**src/rtl/lsu_agu_arb.sv**
```systemverilog
// Shared LSU address-generation unit: round-robin arbitration between the load and
// store issue paths, address add with alignment check, single-entry output register.
module lsu_agu_arb #(
  parameter int unsigned XLEN             = 64,
  parameter int unsigned VIRTUAL_ADDR_LEN = 39,
  parameter int unsigned TAG_WIDTH        = 6
) (
  input  logic                        clk,
  input  logic                        rstn,
  input  logic                        flush_i,

  input  logic                        ld_req_valid_i,
  output logic                        ld_req_ready_o,
  input  logic [XLEN-1:0]             ld_base_i,
  input  logic [XLEN-1:0]             ld_offset_i,
  input  logic [1:0]                  ld_size_i,
  input  logic [TAG_WIDTH-1:0]        ld_tag_i,

  input  logic                        st_req_valid_i,
  output logic                        st_req_ready_o,
  input  logic [XLEN-1:0]             st_base_i,
  input  logic [XLEN-1:0]             st_offset_i,
  input  logic [1:0]                  st_size_i,
  input  logic [TAG_WIDTH-1:0]        st_tag_i,

  output logic                        agu_valid_o,
  input  logic                        agu_ready_i,
  output logic [VIRTUAL_ADDR_LEN-1:0] agu_addr_o,
  output logic                        agu_is_store_o,
  output logic [1:0]                  agu_size_o,
  output logic [TAG_WIDTH-1:0]        agu_tag_o,
  output logic                        agu_misalign_o
);

  localparam int unsigned VA_W = VIRTUAL_ADDR_LEN;

  // prio: 0 = load wins a tie, 1 = store wins a tie
  logic                 prio;
  logic                 slot_free;
  logic                 accept;
  logic                 grant_st;
  logic [VA_W-1:0]      sel_base;
  logic [VA_W-1:0]      sel_offset;
  logic [VA_W-1:0]      sum;
  logic [1:0]           sel_size;
  logic [TAG_WIDTH-1:0] sel_tag;
  logic                 misalign;

  // Arbitration and handshake; rstn gates acceptance so ready stays low in reset
  always_comb begin
    slot_free      = !agu_valid_o || agu_ready_i;
    accept         = rstn && slot_free && !flush_i && (ld_req_valid_i || st_req_valid_i);
    grant_st       = st_req_valid_i && (!ld_req_valid_i || prio);
    ld_req_ready_o = accept && !grant_st;
    st_req_ready_o = accept && grant_st;
  end

  // Operand mux feeding the single shared adder; upper operand bits are dropped
  always_comb begin
    sel_base   = grant_st ? st_base_i[VA_W-1:0]   : ld_base_i[VA_W-1:0];
    sel_offset = grant_st ? st_offset_i[VA_W-1:0] : ld_offset_i[VA_W-1:0];
    sel_size   = grant_st ? st_size_i : ld_size_i;
    sel_tag    = grant_st ? st_tag_i  : ld_tag_i;
    sum        = sel_base + sel_offset;
    misalign   = 1'b0;
    case (sel_size)
      2'd0:    misalign = 1'b0;
      2'd1:    misalign = sum[0];
      2'd2:    misalign = |sum[1:0];
      default: misalign = |sum[2:0];
    endcase
  end

  always_ff @(posedge clk) begin
    if (!rstn) begin
      prio           <= 1'b0;
      agu_valid_o    <= 1'b0;
      agu_addr_o     <= '0;
      agu_is_store_o <= 1'b0;
      agu_size_o     <= 2'd0;
      agu_tag_o      <= '0;
      agu_misalign_o <= 1'b0;
    end else if (flush_i) begin
      agu_valid_o <= 1'b0;
    end else if (accept) begin
      // Next tie goes to the class that just lost
      prio           <= !grant_st;
      agu_valid_o    <= 1'b1;
      agu_addr_o     <= sum;
      agu_is_store_o <= grant_st;
      agu_size_o     <= sel_size;
      agu_tag_o      <= sel_tag;
      agu_misalign_o <= misalign;
    end else if (agu_ready_i) begin
      agu_valid_o <= 1'b0;
    end
  end

endmodule

```
**config.mk**
```make
export PLATFORM = sky130hd
export DESIGN_NAME = lsu_agu_arb
export DESIGN_NICKNAME = d
export VERILOG_FILES = /design/src/rtl/lsu_agu_arb.sv
export SDC_FILE = /design/constraint.sdc
export NUM_CORES = 1
export LEC_CHECK = 0
export ABC_AREA = 1
export CAP_MARGIN = 10
export CORE_ASPECT_RATIO = 0.75
export CORE_MARGIN = 1.5
export CORE_UTILIZATION = 40
export CTS_CLUSTER_SIZE = 30
export DETAILED_ROUTE_END_ITERATION = 12
export GPL_TIMING_DRIVEN = 0
export PLACE_DENSITY = 0.92
export SETUP_SLACK_MARGIN = 0.02
export SLEW_MARGIN = 20
export SYNTH_ARGS = -nofsm -noshare
export SYNTH_HDL_FRONTEND = slang
export SYNTH_SLANG_ARGS = --single-unit
```
**constraint.sdc**
```tcl
create_clock -name clk -period 3.41 [get_ports clk]
set_input_delay 0.682 -clock clk [delete_from_list [all_inputs] [get_ports clk]]
set_output_delay 0.682 -clock clk [all_outputs]
set_load 0.05 [all_outputs]
```
# ---- After elaboration in Yosys (flattened, before gate mapping)
# Cells that the tools add are included.
dict set report classes {
  add_sub_neg 1
  eq_ne 2
  mux 7
  bitwise_logic 2
  reduce_logical 19
}
# operator count
set ops {}
lappend ops {{39-bit two-way mux} 2}
lappend ops {{39-bit adder} 1}
lappend ops {{1-bit logical AND} 6}
lappend ops {{6-bit two-way mux} 1}
lappend ops {{1-bit zero test} 4}
lappend ops {{2-bit OR reduction} 2}
lappend ops {{1-bit logical OR} 3}
lappend ops {{1-bit case mux with 3 select lines} 1}
lappend ops {{3-bit OR reduction} 1}
lappend ops {{2-bit by 1-bit == test with 1-bit output, second input constant} 1}
lappend ops {{2-bit == test, second input constant} 1}
lappend ops {{2-bit zero test} 1}
lappend ops {{1-bit two-way mux} 2}
lappend ops {{2-bit two-way mux} 1}
lappend ops {{1-bit NOT} 2}
lappend ops {{2-bit AND reduction} 1}
lappend ops {{2-bit nonzero test} 1}
dict set report word_totals {
  register_bits 51
  inputBits 278
  output_inout_bits 52
  wordCells 38
}

# ---- Longest topological paths before layout
dict set report logic_depth {
  word_depth 7
  depth_mapped 24
  ltp_nobuf 22
}

# ---- Worst setup path before layout
# OpenSTA, ideal clock, no wires.
dict set report synth_timing {
  path_type {input-to-reg}
  start {in ld_req_valid_i}
  end {reg agu_addr_o[32]}
  setup_ns 0.109
  arrival_ns 3.013
  t_required_ns 3.301
  slack_ns 0.289
  cell_stages 22
  path_buffers 2
  path_cell_list {nand2_1 -> nand2_1 -> inv_1 -> buf_2 -> buf_1 -> nand2_1 -> nand2_1 -> ha_1 -> inv_1 -> fa_1 -> inv_1 -> nand3_1 -> nand3_1 -> nand2_1 -> nand2_1 -> nand2_1 -> nand2_2 -> nand2_1 -> nand3_1 -> nand3_1 -> nand2_1 -> inv_1}
}
dict set report synth_via {
  elab_chain_cells 5
  elab_cells_between_ends 9
  classes_between {1 x add/sub; 2 x mux; 6 x reduce/logical}
}
# element line_no
set synth_lines {}
lappend synth_lines {{from (decl)} 12} ;# input logic ld_req_valid_i,
lappend synth_lines {{1-bit zero test} 53} ;# grant_st = st_req_valid_i && (!ld_req_valid_i || prio);
lappend synth_lines {{1-bit logical OR} 53}
lappend synth_lines {{1-bit logical AND} 53}
lappend synth_lines {{39-bit two-way mux, on equally long branches} {60, 61}}
lappend synth_lines {{39-bit adder} 64} ;# sum = sel_base + sel_offset;
lappend synth_lines {{to (signal assigned)} 89} ;# agu_addr_o <= sum;
lappend synth_lines {{to (decl)} 28} ;# output logic [VIRTUAL_ADDR_LEN-1:0] agu_addr_o,
# Several ways; a longest one is shown, not always the timed one.
# A chain may end at the register's enable or synchronous reset.

# ---- Worst setup path after layout
dict set report layout_timing {
  start {in agu_ready_i}
  end {out st_req_ready_o}
}
dict set report layout_via {
  elab_chain_cells 5
}
# element line_no
set layout_lines {}
lappend layout_lines {{from (decl)} 27} ;# input logic agu_ready_i,
lappend layout_lines {{1-bit logical OR} 51} ;# slot_free = !agu_valid_o || agu_ready_i;
lappend layout_lines {{1-bit logical AND (3 in series)} 52} ;# accept = rstn && slot_free && !flush_i && (ld_req_valid_i || st_req_valid_i);
lappend layout_lines {{1-bit logical AND} 55} ;# st_req_ready_o = accept && grant_st;
lappend layout_lines {{to (decl)} 20} ;# output logic st_req_ready_o,
# Every way passes these cells.

==> run_results.csv <==
group,metric,value,unit
route,postRouteAntennaNets,0,
setup_path,reg2reg_slack,0.61,ns
setup_path,r2r-start,"prio",
setup_path,critPathArrivalTime,2.44,ns
synthesis,postSynthAreaPerCell,5.44,sq um
sta,slew_headroom,55.1,%
cts,cts-root-buf,"clkbuf_16",
cells_and_area,final_nets,1627,
placement,place_congestion,0.960,
route,vias_per_cell,4.81,
power_and_ir_drop,total_power,2880,uW
cts,htree_num_levels,2,
grt,grt_pass1_vias,6464,
sta,fin_skew,0.0120,ns
synthesis,synthArstFlopShare,0,%
synthesis,yosys.area.top_type,"nand2_1",
setup_path,cp_common_cell,"nor2_1",
floorplanning,start_util,41.7,%
cells_and_area,diodes,0,
setup_path,reg2reg_to,"agu_addr_o[38]",
route,wl_per_cell,13.9,um
sta,timing.hold.ws,0.478,ns
setup_path,slowest_stage,"dlygate4sd2_1",
floorplanning,dieArea,0.0153,sq mm
floorplanning,chipHeight,107,um
synthesis,yosys-top-cells-area,"nand2_1 31%, dfxtp_1 18%, inv_1 9.7%, ha_1 8.2%, nor2_1 5.0%",
setup_path,crit_path_cell_trace,"clkdlybuf4s50_1, nor2_1, nor2_1, nand2_1, buf_2, nor2_4, dlygate4sd2_1",
min_path,min_path_type,"reg -> reg",
route,drt-total-wl,20900,um
cts,clk_pin_slew,0.07,ns
placement,place_hpwl,17000,um
setup_path,critPathMaxFanout,10,
power_and_ir_drop,vdd_ir_drop_max,0.345,mV
synthesis,ys_types,36,
route,vias,7242,
cts,cts_tree,"built",
grt,antenna_found_initial,0,
min_path,hold_path_end,"agu_addr_o[0]",
synthesis,ys_seq_area_share,17.6,%
synthesis,synth.net_count,1387,
synthesis,synth.top_cell.area_share,31.0,%
power_and_ir_drop,power_frac_comb,58.0,%
grt,overflow,0,
synthesis,synth-edff-count,0,
route,route.detailed.drc,0,
cts,clockBufferDepth,2,
placement,dp.cells,1493,
sta,timing.final.crit_period,3.12,ns
setup_path,crit_family,"buffers and inverters",
cells_and_area,fin_cells,1506,
outcome,status,"finished, final reports clean",
synthesis,syn_inst,1070,
setup_path,r2r_cells,18,
sta,finalCritPeriodShare,91.6,%
min_path,holdPathStages,2,
synthesis,synth_most_common_cell,"nand2_1",
grt,grt_pass1_wl,31500,um
sta,fmax,0.320,GHz
synthesis,synth_top_flop_cell,"dfxtp_1",
synthesis,synth-seq-cells,51,
floorplanning,die_w,142,um
route,drt-pass1-iter-count,5,
grt,grt_max_degree,19,
setup_path,worstSetupStartpointType,"input port",
sta,hold_viol,0,
power_and_ir_drop,p_switching,1290,uW
cells_and_area,area_growth,51.1,%
cells_and_area,drive_above_1_share,8.39,%
sta,worst_slew_pin_slew,0.674,ns
grt,grtUsageTotal,26.2,%
power_and_ir_drop,powerDensity,328,mW/mm^2
power_and_ir_drop,pwr-share-seq,22.9,%
floorplanning,fp-row-count,37,
setup_path,cp.required,2.73,ns
synthesis,syn_area,0.00582,sq mm
cts,cts_buffers,5,
power_and_ir_drop,p_int,1590,uW
setup_path,slowest_delay,0.56,ns
synthesis,synth_common_cells,"481 x nand2_1, 150 x inv_1, 78 x nor2_1, 51 x dfxtp_1, 49 x nand3_1",
sta,rsz0062_at_grt,"false",
placement,port-buffer-count,228,
floorplanning,core,0.0139,sq mm
synthesis,ys_warn_count,0,
power_and_ir_drop,swShare,44.8,%
cts,cts.sinks,51,
power_and_ir_drop,p_leak,0.00463,uW
setup_path,crit_type,"in -> out",
setup_path,cp_num_buf_inv,3,
route,first_iter_violations,554,
flow_run,drv_cap,0,
sta,finalMaxSlewViolations,0,
power_and_ir_drop,pwr-share-clk,19.0,%
cells_and_area,postLayoutCoreUtil,63.1,%
setup_path,end_kind,"primary output",
cts,insertion_delay,0.30,ns
sta,finalSetupViolCount,0,
min_path,worstHoldStart,"agu_addr_o[0]",
floorplanning,ios,330,
## cell usage in the layout, fill, tap and decap left out, types with 22 or more instances in the layout
cell type        netlist  layout
ha_1                  38      31
dfxtp_1               51      51
inv_1                150     148
clkdlybuf4s50_1        0     224
nor2_1                78      75
o21ai_0               41      40
nand2_2               17      22
nand2_1              481     475
a21oi_1               37      24
nand3_1               49      47
## state kept, by name (all words and copies together), names as in the netlist
name,cells
agu_misalign_o,1
agu_tag_o,6
agu_size_o,2
prio,1
agu_is_store_o,1
agu_valid_o,1
agu_addr_o,39
## cells by family after synthesis
group | share of synthesized area [%]
and+or+nand+nor | 45.4
AOI/OAI and AO/OA | 12.9
xor gates and xnor gates | 3.16
muxes | 0.172
adders and majority gates | 8.52
DFF | 17.6
buffers and inverters | 12.3
## per-stage QoR
stage	setup slack, ns	cell area [sq um]	TNS [ns]
CTS	0.0267	8580	0
detailed placement	-1.03	8340	-20.84
global route	0.202	8790	0
global placement	-0.979	8340	-19.56
finish	0.286	8790	0
floorplan	0.289	5820	0
## power groups by stage
stage	combinational [uW]	sequential, uW	clock [uW]
4_1_cts	1590	661	551
6_report	1670	661	548
3_5_place_dp	1560	674	0
5_1_grt	1830	666	577
3_3_place_gp	1550	673	0
2_1_floorplan	863	819	0
## repair_timing
item / in CTS / in global routing
buffers inserted: 3 / 3
endpoints found under the hold margin: 0 / 0
cloned: 0 / 1
resized for setup: 26 / 52
pin swaps: 0 / 5
endpoints found under the setup margin: 34 / 29
hold buffers: 0 / 0
## area by class of cell
| cell class | instances | area (sq um) |
|---|---|---|
| flip-flops and latches | 51 | 1020 |
| inverters | 151 | 574 |
| fillers | 1296 | 5150 |
| well taps | 195 | 244 |
| plain buffers | 30 | 208 |
| multi-input cells | 836 | 4230 |
| repair buffers | 235 | 2350 |
| clock inverters | 3 | 28.8 |
| clock buffers | 5 | 125 |
## per-layer routing
| layer | vias to the layer above | wire [um] | GRT usage, % |
|---|---|---|---|
| li1 | 3773 | - | - |
| met1 | 3143 | 9690 | 35.3 |
| met2 | 304 | 8870 | 43.4 |
| met3 | 22 | 2080 | 5.38 |
| met4 | 0 | 310 | 4.93 |
| met5 | - | 0 | 0 |
## worst reg2reg max path, stage by stage, from the launching register on
cell     delay (ns)
dfxtp_1        0.31
inv_1          0.07
nand2_2        0.08
nand2_4        0.08
buf_8          0.16
buf_6          0.16
buf_2          0.18
nand2_1        0.07
nand2_1        0.06
ha_1           0.43
nand2_1        0.15
o21ai_0        0.33
inv_1          0.07
nand2_1        0.18
a21oi_2        0.09
nand3_1        0.09
nand2_1        0.05
nor2_1         0.08
nor2_1         0.04
## worst max-delay path by stage
| stage | from | slack (ns) | end | cells past startpoint |
|---|---|---|---|---|
| 3_5_place_dp | st_req_valid_i | -1.03 | agu_addr_o[24] | 22 |
| 3_3_place_gp | st_req_valid_i | -0.98 | agu_addr_o[24] | 22 |
| 2_1_floorplan | ld_req_valid_i | 0.29 | agu_addr_o[32] | 22 |
| 6_report | agu_ready_i | 0.29 | st_req_ready_o | 7 |
| 4_1_cts | st_req_valid_i | 0.03 | agu_addr_o[33] | 22 |
| 5_1_grt | agu_ready_i | 0.20 | st_req_ready_o | 7 |
No activity file was read; power rests on OpenSTA's default activity.
